--- src/rtl/nasti_lite_master_bridge.sv ---
// Single-outstanding NASTI-Lite initiator: turns a local request/response port into one
// AR/R read or AW/W/B write at a time. All handshake and response outputs are registered.
//
// state   | meaning
// --------+-----------------------------------------------------------
// IDLE    | req_ready high, waiting for a local request
// RD_ADDR | ar_valid high with latched address, waiting for ar_ready
// RD_DATA | r_ready high, waiting for r_valid
// WR_REQ  | AW and W outstanding, each retired independently
// WR_RESP | b_ready high, waiting for b_valid
// RESP    | rsp_valid held with data/error until rsp_ready
module nasti_lite_master_bridge #(
    parameter int ADDR_WIDTH = 64,
    parameter int DATA_WIDTH = 32,
    parameter int ID_WIDTH   = 1
) (
    input  logic                    s_nasti_aclk,
    input  logic                    s_nasti_aresetn,

    input  logic                    req_valid,
    output logic                    req_ready,
    input  logic                    req_we,
    input  logic [ADDR_WIDTH-1:0]   req_addr,
    input  logic [DATA_WIDTH-1:0]   req_wdata,
    input  logic [DATA_WIDTH/8-1:0] req_wstrb,
    output logic                    rsp_valid,
    input  logic                    rsp_ready,
    output logic [DATA_WIDTH-1:0]   rsp_rdata,
    output logic                    rsp_err,

    output logic [ID_WIDTH-1:0]     m_nasti_aw_id,
    output logic [ADDR_WIDTH-1:0]   m_nasti_aw_addr,
    output logic [7:0]              m_nasti_aw_len,
    output logic [2:0]              m_nasti_aw_size,
    output logic [1:0]              m_nasti_aw_burst,
    output logic                    m_nasti_aw_lock,
    output logic [3:0]              m_nasti_aw_cache,
    output logic [2:0]              m_nasti_aw_prot,
    output logic [3:0]              m_nasti_aw_qos,
    output logic [3:0]              m_nasti_aw_region,
    output logic                    m_nasti_aw_valid,
    input  logic                    m_nasti_aw_ready,

    output logic [DATA_WIDTH-1:0]   m_nasti_w_data,
    output logic [DATA_WIDTH/8-1:0] m_nasti_w_strb,
    output logic                    m_nasti_w_last,
    output logic                    m_nasti_w_valid,
    input  logic                    m_nasti_w_ready,

    input  logic [ID_WIDTH-1:0]     m_nasti_b_id,
    input  logic [1:0]              m_nasti_b_resp,
    input  logic                    m_nasti_b_valid,
    output logic                    m_nasti_b_ready,

    output logic [ID_WIDTH-1:0]     m_nasti_ar_id,
    output logic [ADDR_WIDTH-1:0]   m_nasti_ar_addr,
    output logic [7:0]              m_nasti_ar_len,
    output logic [2:0]              m_nasti_ar_size,
    output logic [1:0]              m_nasti_ar_burst,
    output logic                    m_nasti_ar_lock,
    output logic [3:0]              m_nasti_ar_cache,
    output logic [2:0]              m_nasti_ar_prot,
    output logic [3:0]              m_nasti_ar_qos,
    output logic [3:0]              m_nasti_ar_region,
    output logic                    m_nasti_ar_valid,
    input  logic                    m_nasti_ar_ready,

    input  logic [ID_WIDTH-1:0]     m_nasti_r_id,
    input  logic [DATA_WIDTH-1:0]   m_nasti_r_data,
    input  logic [1:0]              m_nasti_r_resp,
    input  logic                    m_nasti_r_last,
    input  logic                    m_nasti_r_valid,
    output logic                    m_nasti_r_ready
);

    localparam int          STRB_WIDTH = DATA_WIDTH / 8;
    localparam logic [2:0]  BEAT_SIZE  = 3'($clog2(STRB_WIDTH));
    localparam logic [1:0]  BURST_INCR = 2'b01;

    typedef enum logic [2:0] {
        IDLE,
        RD_ADDR,
        RD_DATA,
        WR_REQ,
        WR_RESP,
        RESP
    } state_t;

    state_t                  state_q, state_d;
    logic [ADDR_WIDTH-1:0]   addr_q, addr_d;
    logic [DATA_WIDTH-1:0]   wdata_q, wdata_d;
    logic [STRB_WIDTH-1:0]   wstrb_q, wstrb_d;
    logic                    req_ready_q, req_ready_d;
    logic                    rsp_valid_q, rsp_valid_d;
    logic [DATA_WIDTH-1:0]   rsp_rdata_q, rsp_rdata_d;
    logic                    rsp_err_q, rsp_err_d;
    logic                    ar_valid_q, ar_valid_d;
    logic                    aw_valid_q, aw_valid_d;
    logic                    w_valid_q, w_valid_d;
    logic                    r_ready_q, r_ready_d;
    logic                    b_ready_q, b_ready_d;

    // A write channel is finished once its valid has dropped or is handshaking now.
    logic aw_fin, w_fin;
    assign aw_fin = !aw_valid_q || m_nasti_aw_ready;
    assign w_fin  = !w_valid_q  || m_nasti_w_ready;

    logic unused_slave_fields;
    assign unused_slave_fields = ^{m_nasti_b_resp[0], m_nasti_r_resp[0], m_nasti_r_last,
                                   m_nasti_b_id, m_nasti_r_id};

    always_ff @(posedge s_nasti_aclk or negedge s_nasti_aresetn) begin
        if (!s_nasti_aresetn) begin
            state_q     <= IDLE;
            addr_q      <= '0;
            wdata_q     <= '0;
            wstrb_q     <= '0;
            req_ready_q <= 1'b1;
            rsp_valid_q <= 1'b0;
            rsp_rdata_q <= '0;
            rsp_err_q   <= 1'b0;
            ar_valid_q  <= 1'b0;
            aw_valid_q  <= 1'b0;
            w_valid_q   <= 1'b0;
            r_ready_q   <= 1'b0;
            b_ready_q   <= 1'b0;
        end else begin
            state_q     <= state_d;
            addr_q      <= addr_d;
            wdata_q     <= wdata_d;
            wstrb_q     <= wstrb_d;
            req_ready_q <= req_ready_d;
            rsp_valid_q <= rsp_valid_d;
            rsp_rdata_q <= rsp_rdata_d;
            rsp_err_q   <= rsp_err_d;
            ar_valid_q  <= ar_valid_d;
            aw_valid_q  <= aw_valid_d;
            w_valid_q   <= w_valid_d;
            r_ready_q   <= r_ready_d;
            b_ready_q   <= b_ready_d;
        end
    end

    always_comb begin
        state_d     = state_q;
        addr_d      = addr_q;
        wdata_d     = wdata_q;
        wstrb_d     = wstrb_q;
        req_ready_d = req_ready_q;
        rsp_valid_d = rsp_valid_q;
        rsp_rdata_d = rsp_rdata_q;
        rsp_err_d   = rsp_err_q;
        ar_valid_d  = ar_valid_q;
        aw_valid_d  = aw_valid_q;
        w_valid_d   = w_valid_q;
        r_ready_d   = r_ready_q;
        b_ready_d   = b_ready_q;

        case (state_q)
            IDLE: begin
                req_ready_d = 1'b1;
                if (req_valid && req_ready_q) begin
                    addr_d      = req_addr;
                    req_ready_d = 1'b0;
                    if (req_we) begin
                        wdata_d    = req_wdata;
                        wstrb_d    = req_wstrb;
                        aw_valid_d = 1'b1;
                        w_valid_d  = 1'b1;
                        state_d    = WR_REQ;
                    end else begin
                        ar_valid_d = 1'b1;
                        state_d    = RD_ADDR;
                    end
                end
            end

            RD_ADDR: begin
                if (m_nasti_ar_ready) begin
                    ar_valid_d = 1'b0;
                    r_ready_d  = 1'b1;
                    state_d    = RD_DATA;
                end
            end

            RD_DATA: begin
                if (m_nasti_r_valid) begin
                    rsp_rdata_d = m_nasti_r_data;
                    rsp_err_d   = m_nasti_r_resp[1];
                    r_ready_d   = 1'b0;
                    rsp_valid_d = 1'b1;
                    state_d     = RESP;
                end
            end

            WR_REQ: begin
                aw_valid_d = aw_valid_q && !m_nasti_aw_ready;
                w_valid_d  = w_valid_q  && !m_nasti_w_ready;
                if (aw_fin && w_fin) begin
                    b_ready_d = 1'b1;
                    state_d   = WR_RESP;
                end
            end

            WR_RESP: begin
                if (m_nasti_b_valid) begin
                    rsp_err_d   = m_nasti_b_resp[1];
                    rsp_rdata_d = '0;
                    b_ready_d   = 1'b0;
                    rsp_valid_d = 1'b1;
                    state_d     = RESP;
                end
            end

            RESP: begin
                if (rsp_ready) begin
                    rsp_valid_d = 1'b0;
                    req_ready_d = 1'b1;
                    state_d     = IDLE;
                end
            end

            default: state_d = IDLE;
        endcase
    end

    assign req_ready = req_ready_q;
    assign rsp_valid = rsp_valid_q;
    assign rsp_rdata = rsp_rdata_q;
    assign rsp_err   = rsp_err_q;

    assign m_nasti_aw_id     = '0;
    assign m_nasti_aw_addr   = addr_q;
    assign m_nasti_aw_len    = 8'd0;
    assign m_nasti_aw_size   = BEAT_SIZE;
    assign m_nasti_aw_burst  = BURST_INCR;
    assign m_nasti_aw_lock   = 1'b0;
    assign m_nasti_aw_cache  = 4'd0;
    assign m_nasti_aw_prot   = 3'd0;
    assign m_nasti_aw_qos    = 4'd0;
    assign m_nasti_aw_region = 4'd0;
    assign m_nasti_aw_valid  = aw_valid_q;

    assign m_nasti_w_data    = wdata_q;
    assign m_nasti_w_strb    = wstrb_q;
    assign m_nasti_w_last    = 1'b1;
    assign m_nasti_w_valid   = w_valid_q;

    assign m_nasti_b_ready   = b_ready_q;

    assign m_nasti_ar_id     = '0;
    assign m_nasti_ar_addr   = addr_q;
    assign m_nasti_ar_len    = 8'd0;
    assign m_nasti_ar_size   = BEAT_SIZE;
    assign m_nasti_ar_burst  = BURST_INCR;
    assign m_nasti_ar_lock   = 1'b0;
    assign m_nasti_ar_cache  = 4'd0;
    assign m_nasti_ar_prot   = 3'd0;
    assign m_nasti_ar_qos    = 4'd0;
    assign m_nasti_ar_region = 4'd0;
    assign m_nasti_ar_valid  = ar_valid_q;

    assign m_nasti_r_ready   = r_ready_q;

endmodule
--- config.mk ---
export PLATFORM = sky130hd
export DESIGN_NAME = nasti_lite_master_bridge
export DESIGN_NICKNAME = d
export VERILOG_FILES = /design/src/rtl/nasti_lite_master_bridge.sv
export SDC_FILE = /design/constraint.sdc
export NUM_CORES = 1
export LEC_CHECK = 0
export ABC_AREA = 0
export BUFFER_PORTS_ARGS = -buffer_cell sky130_fd_sc_hd__buf_4
export CAP_MARGIN = 10
export CORE_AREA = 2 2 162 164
export DETAILED_ROUTE_END_ITERATION = 16
export DIE_AREA = 0 0 164 166
export PLACE_DENSITY = 0.6
export SLEW_MARGIN = 30
export SYNTH_ARGS = -nofsm -noshare
export SYNTH_HDL_FRONTEND = slang
export SYNTH_SLANG_ARGS = --single-unit
--- constraint.sdc ---
create_clock -name s_nasti_aclk -period 3.2 [get_ports s_nasti_aclk]
set_clock_uncertainty 0.05 [all_clocks]
set_input_delay 0.16 -clock s_nasti_aclk [delete_from_list [all_inputs] [get_ports s_nasti_aclk]]
set_output_delay 0.16 -clock s_nasti_aclk [all_outputs]
set_load 0.02 [all_outputs]
---- Word level (Yosys, flattened, before mapping) ----
Cells that the tools add are included.
storage, ports and cells
  register bits after elaboration ......... 143
  bits in writable memories ............... 0
  input bits .............................. 149
  memories ................................ 0
  memory bits (read-only) ................. 0
  output and inout port bits .............. 265
  latch bits .............................. 0
cells by class
  bitwise logic cells ..................... 0
  multiply operators ...................... 0
  equal/unequal tests ..................... 13
  div/mod/pow operators ................... 0
  add/subtract/negate cells ............... 0
  reductions and logical operators ........ 28
  magnitude comparators ................... 0
  mux-type cells .......................... 35
  shifts and indexed selects .............. 0
operator list
  kind                number
  $mux 32             2
  $pmux 32 s2         1
  $mux 3              6
  $pmux 3 s6          1
  $mux 1              16
  $ne 2x2->1 const B  8
  $reduce_and 3->1    5
  $pmux 1 s2          7
  $reduce_bool 2->1   6
  $reduce_and 4->1    2
  $eq 3x2->1 const B  2
  $eq 3x3->1 const B  2
  $reduce_and 6->1    1
  $logic_and 1x1->1   4
  $logic_not 1->1     4
  $reduce_and 2->1    2
  $eq 3x1->1 const B  1
  $logic_not 3->1     1
  $pmux 1 s3          1
  $reduce_bool 3->1   1
  $logic_or 1x1->1    2
  $mux 2              1

---- Logic depth before layout (Yosys ltp) ----
  depth in word-level cells ............... 5
  gate-level depth with buffers ........... 6
  gate-level depth less buffers ........... 3

---- Worst setup path after synthesis ----
OpenSTA, ideal clock, no wires.
  kind .................................... register to register
  from .................................... register req_ready_q, in the netlist req_ready
  to ...................................... register addr_q[10], in the netlist m_nasti_ar_addr[10]
  clock period less this slack ............ 1.790 ns
  cell stages (with the launch flop) ...... 6
  slack ................................... 1.410 ns
  required time ........................... 3.025 ns
  arrival time ............................ 1.615 ns
  cell sequence ........................... dfstp_2 -> and4bb_1 -> and2_1 -> buf_6 -> buf_6 -> mux2_4
between the ends
  cells in the longest elaborated chain, start to end .. 2
RTL lines
  item                        line  source
  from (decl)                 93    logic req_ready_q, req_ready_d;
  from (signal assigned)      132   req_ready_q <= req_ready_d;
  $logic_and 1x1->1           162   if (req_valid && req_ready_q) begin
  $reduce_and 2->1 (no line)  n/a
  to (signal assigned)        129   addr_q <= addr_d;
  to (decl)                   90    logic [ADDR_WIDTH-1:0] addr_q, addr_d;
No other way between the ends.
A chain may end at the register's enable or synchronous reset.

---- Worst setup path after layout ----
  from .................................... register state_q[1]
  to ...................................... register addr_q[40], in the netlist m_nasti_ar_addr[40]
between the ends
  cells in the longest elaborated chain, start to end .. 2
RTL lines
  item                        line  source
  from (decl)                 89    state_t state_q, state_d;
  from (signal assigned)      128   state_q <= state_d;
  $logic_not 3->1             159   case (state_q)
  $reduce_and 2->1 (no line)  n/a
No other way between the ends.

==> run_results.csv <==
group,metric,value,unit
outcome,status,"finished, final reports clean",
synth,ys_seq_area_share,50.9,%
cells_and_area,final_nets,1115,
synth,postSynthRegisterBits,143,
synth,ys.flop_type,"dfrtp_1",
clock_network,cts_setup_buffers,0,
floorplan,io_pins,414,
clock_network,cts_buffer_depth,2,
power,ir_drop,0.000527,V
routing,drtPass1Iterations,4,
clock_network,cts_tree,"done",
placed_design,hpwlAfterDp,13700,um
critical_path,crit_fanout,31,
floorplan,core_area,25600,um^2
clock_network,cts.root.buffer_cell,"clkbuf_16",
timing,hold_ws,54.4,ps
synth,yosys-top-cells-count,"dfrtp_1, buf_4, mux2_4, nand2_1, inv_1",
timing,setup_violations,0,
power,power_frac_comb,53.0,%
global_routing,grt_pass1_wl,30400,um
critical_path,r2r_slack,920,ps
synth,synth-async-reset-ratio,100,%
placed_design,port_buffers,347,
timing,period_needed,2280,ps
timing,slew_violations,0,
timing,max_freq,439,MHz
floorplan,die_area,27200,um^2
worst_hold_path,min_path_type,"in2reg",
cells_and_area,post-route-util,44.1,%
critical_path,reg2regPathDepth,4,
floorplan,die_h,166,um
power,p_per_area,1040,nW/um^2
critical_path,path_class,"reg2reg",
critical_path,arrival,2520,ps
critical_path,timing.rr.start,"state_q[1]$_DFFE_PN0P_",
synth,yosysMostFrequentCell,"dfrtp_1",
timing,tightest_slew,791,ps
critical_path,critPathRequiredTime,3440,ps
power,power.leakage,5.70,nW
timing,finalCritPeriodShare,71.1,%
cells_and_area,num-fill-cells,2333,
routing,drt_iter0_markers,183,
power,netSwitchingFraction,39.9,%
synth,synth_area_leaders,"dfrtp_1, mux2_4, buf_4",
critical_path,reg2reg_to,"m_nasti_ar_addr[40]$_DFFE_PN0P_",
power,switching_power,4.70,mW
floorplan,die_x,164,um
routing,wire_per_inst,15.2,um
job,drv_cap,0,
critical_path,end_kind,"flop",
cells_and_area,drive_gt1_share,47.9,%
synth,avgSynthCellArea,13.0,um^2
timing,max_slew_margin,47.3,%
timing,hold_violations,0,
clock_network,clkSlewWorstSetupHoldPaths,60,ps
synth,syn_inst,540,
power,design_power_total,11.8,mW
clock_network,htreeDepth,4,
routing,vias,5237,
synth,synth_edf_count,0,
routing,via_per_inst,3.98,
global_routing,gr-total-overflow,0,
synth,synth_top_area_cell,"dfrtp_1",
power,power.internal,7.06,mW
timing,rsz0062_at_grt,"false",
critical_path,cp_slowest_cell,"dfrtp_1",
global_routing,track_usage,14.4,%
critical_path,cp_slowest_stage_delay,540,ps
routing,drc,0,
clock_network,cts_sinks,143,
global_routing,grt_pass1_vias,5415,
placed_design,place_area,9300,um^2
critical_path,path_cells,"and4bb_1, and2_4, buf_12, mux2_4",
global_routing,antenna_found_initial,1,
placed_design,place.gp.congestion,0.770,
critical_path,cp-startpoint,"state_q[1]$_DFFE_PN0P_",
floorplan,initial_core_util,27.4,%
synth,synth_area,7030,um^2
power,clock_power_share,17.5,%
cells_and_area,syn2layout_area_growth,60.6,%
power,seqPwrFrac,29.5,%
timing,tns,0,ps
floorplan,rows,59,
global_routing,grt_start_max_net_pins,81,
routing,drt_wl_total,19900,um
synth,synth_cell_types,34,
synth,synth.top_cell.area_share,50.6,%
clock_network,cts_buffers,17,
synth,ys_warn_count,0,
critical_path,cp-endpoint,"m_nasti_ar_addr[40]$_DFFE_PN0P_",
cells_and_area,final_area,11300,um^2
critical_path,cp-start-kind,"flop",
clock_network,insertion_delay,410,ps
routing,antenna_left,0,
## layout make-up
class	instances	area, um^2	share of cell area [%]
multi-input cells	273	2440	21.6
well taps	335	419	3.71
flip-flops and latches	143	3580	31.7
repair buffers	495	4120	36.5
clock inverters	12	161	1.43
diodes	1	2.50	0.0222
inverters	36	135	1.20
clock buffers	20	437	3.87
## flip-flops by register name, indices dropped and copies added (netlist names)
| register | count |
|---|---|
| m_nasti_w_valid | 1 |
| m_nasti_w_data | 32 |
| m_nasti_ar_valid | 1 |
| m_nasti_w_strb | 4 |
| req_ready | 1 |
| m_nasti_r_ready | 1 |
| rsp_valid | 1 |
| m_nasti_b_ready | 1 |
| rsp_err | 1 |
| m_nasti_aw_valid | 1 |
| state_q | 3 |
| m_nasti_ar_addr | 64 |
| rsp_rdata | 32 |
## worst max-delay path, delay by kind of cell, from the launching register on
family / cells / cell delay [ps]
and+or+nand+nor: 2 / 890
muxes: 1 / 320
DFF: 1 / 540
buffers and inverters: 1 / 300
## per-stage QoR
stage          setup WS (ps)  instances
4_1_cts                  898       1314
2_1_floorplan           1410        599
3_5_place_dp             905       1143
6_report                 924       1315
3_3_place_gp             933       1143
5_1_grt                  748       1315
## worst min path at each step
stage                      startpoint                              to  slack (ps)  cells past startpoint
finish                m_nasti_r_valid     m_nasti_r_ready$_DFFE_PN0P_          50                      4
CTS                   m_nasti_r_valid     m_nasti_r_ready$_DFFE_PN0P_          20                      4
detailed placement    s_nasti_aresetn  m_nasti_w_data[16]$_DFFE_PN0P_         230                      1
global route        m_nasti_r_resp[1]             rsp_err$_DFFE_PN0P_          30                      3
global placement      s_nasti_aresetn  m_nasti_w_data[12]$_DFFE_PN0P_         230                      1
floorplan             s_nasti_aresetn  m_nasti_ar_addr[0]$_DFFE_PN0P_        -190                      0
## per-layer routing
| layer | wire length [um] | track usage (%) |
|---|---|---|
| met4 | 185 | 3.24 |
| met2 | 10500 | 26.5 |
| met5 | 0 | 0 |
| met1 | 7800 | 16.0 |
| met3 | 1440 | 4.52 |
## cell families (layout without fill, tap and decap cells)
family	count (synthesis)	in the layout	synth area share [%]
flip-flops	143	143	50.9
AND/OR/NAND/NOR	55	55	3.76
buffers and inverters	183	563	17.8
other	2	62	0.107
multiplexers	134	134	25.2
AO/OA/AOI/OAI	23	23	2.26
## cells in the final DEF, fill, tap and decap left out, types with 2 or more instances in the layout
master and instances:
dlygate4sd3_1 139, a21oi_1 7, conb_1 61, a32oi_1 2, clkbuf_16 17, buf_4 351
clkinv_4 3, nand3b_1 3, o21ai_0 4, inv_1 35, bufinv_16 3, dfrtp_1 142
buf_12 4, nor2b_1 4, clkbuf_1 3, mux2i_1 32, mux2_1 22, clkinvlp_4 3
mux2_4 80, inv_6 2, nand2b_1 6, nand2_1 36
## repair_timing
item,in CTS,in global routing
hold buffers,139,0
endpoints found under the hold margin,215,0
resized for setup,0,0
endpoints found under the setup margin,0,0
## power by group through the flow
stage                     combinational, mW  sequential, mW  clock, mW
final                                  6.23            3.47       2.06
after global routing                   6.61            3.60       2.21
after CTS                              6.28            3.46       2.14
after detailed placement               6.13            3.47          0
after global placement                 6.07            3.46          0
after floorplan                        3.06            4.43          0
No activity file was read; power rests on OpenSTA's default activity.
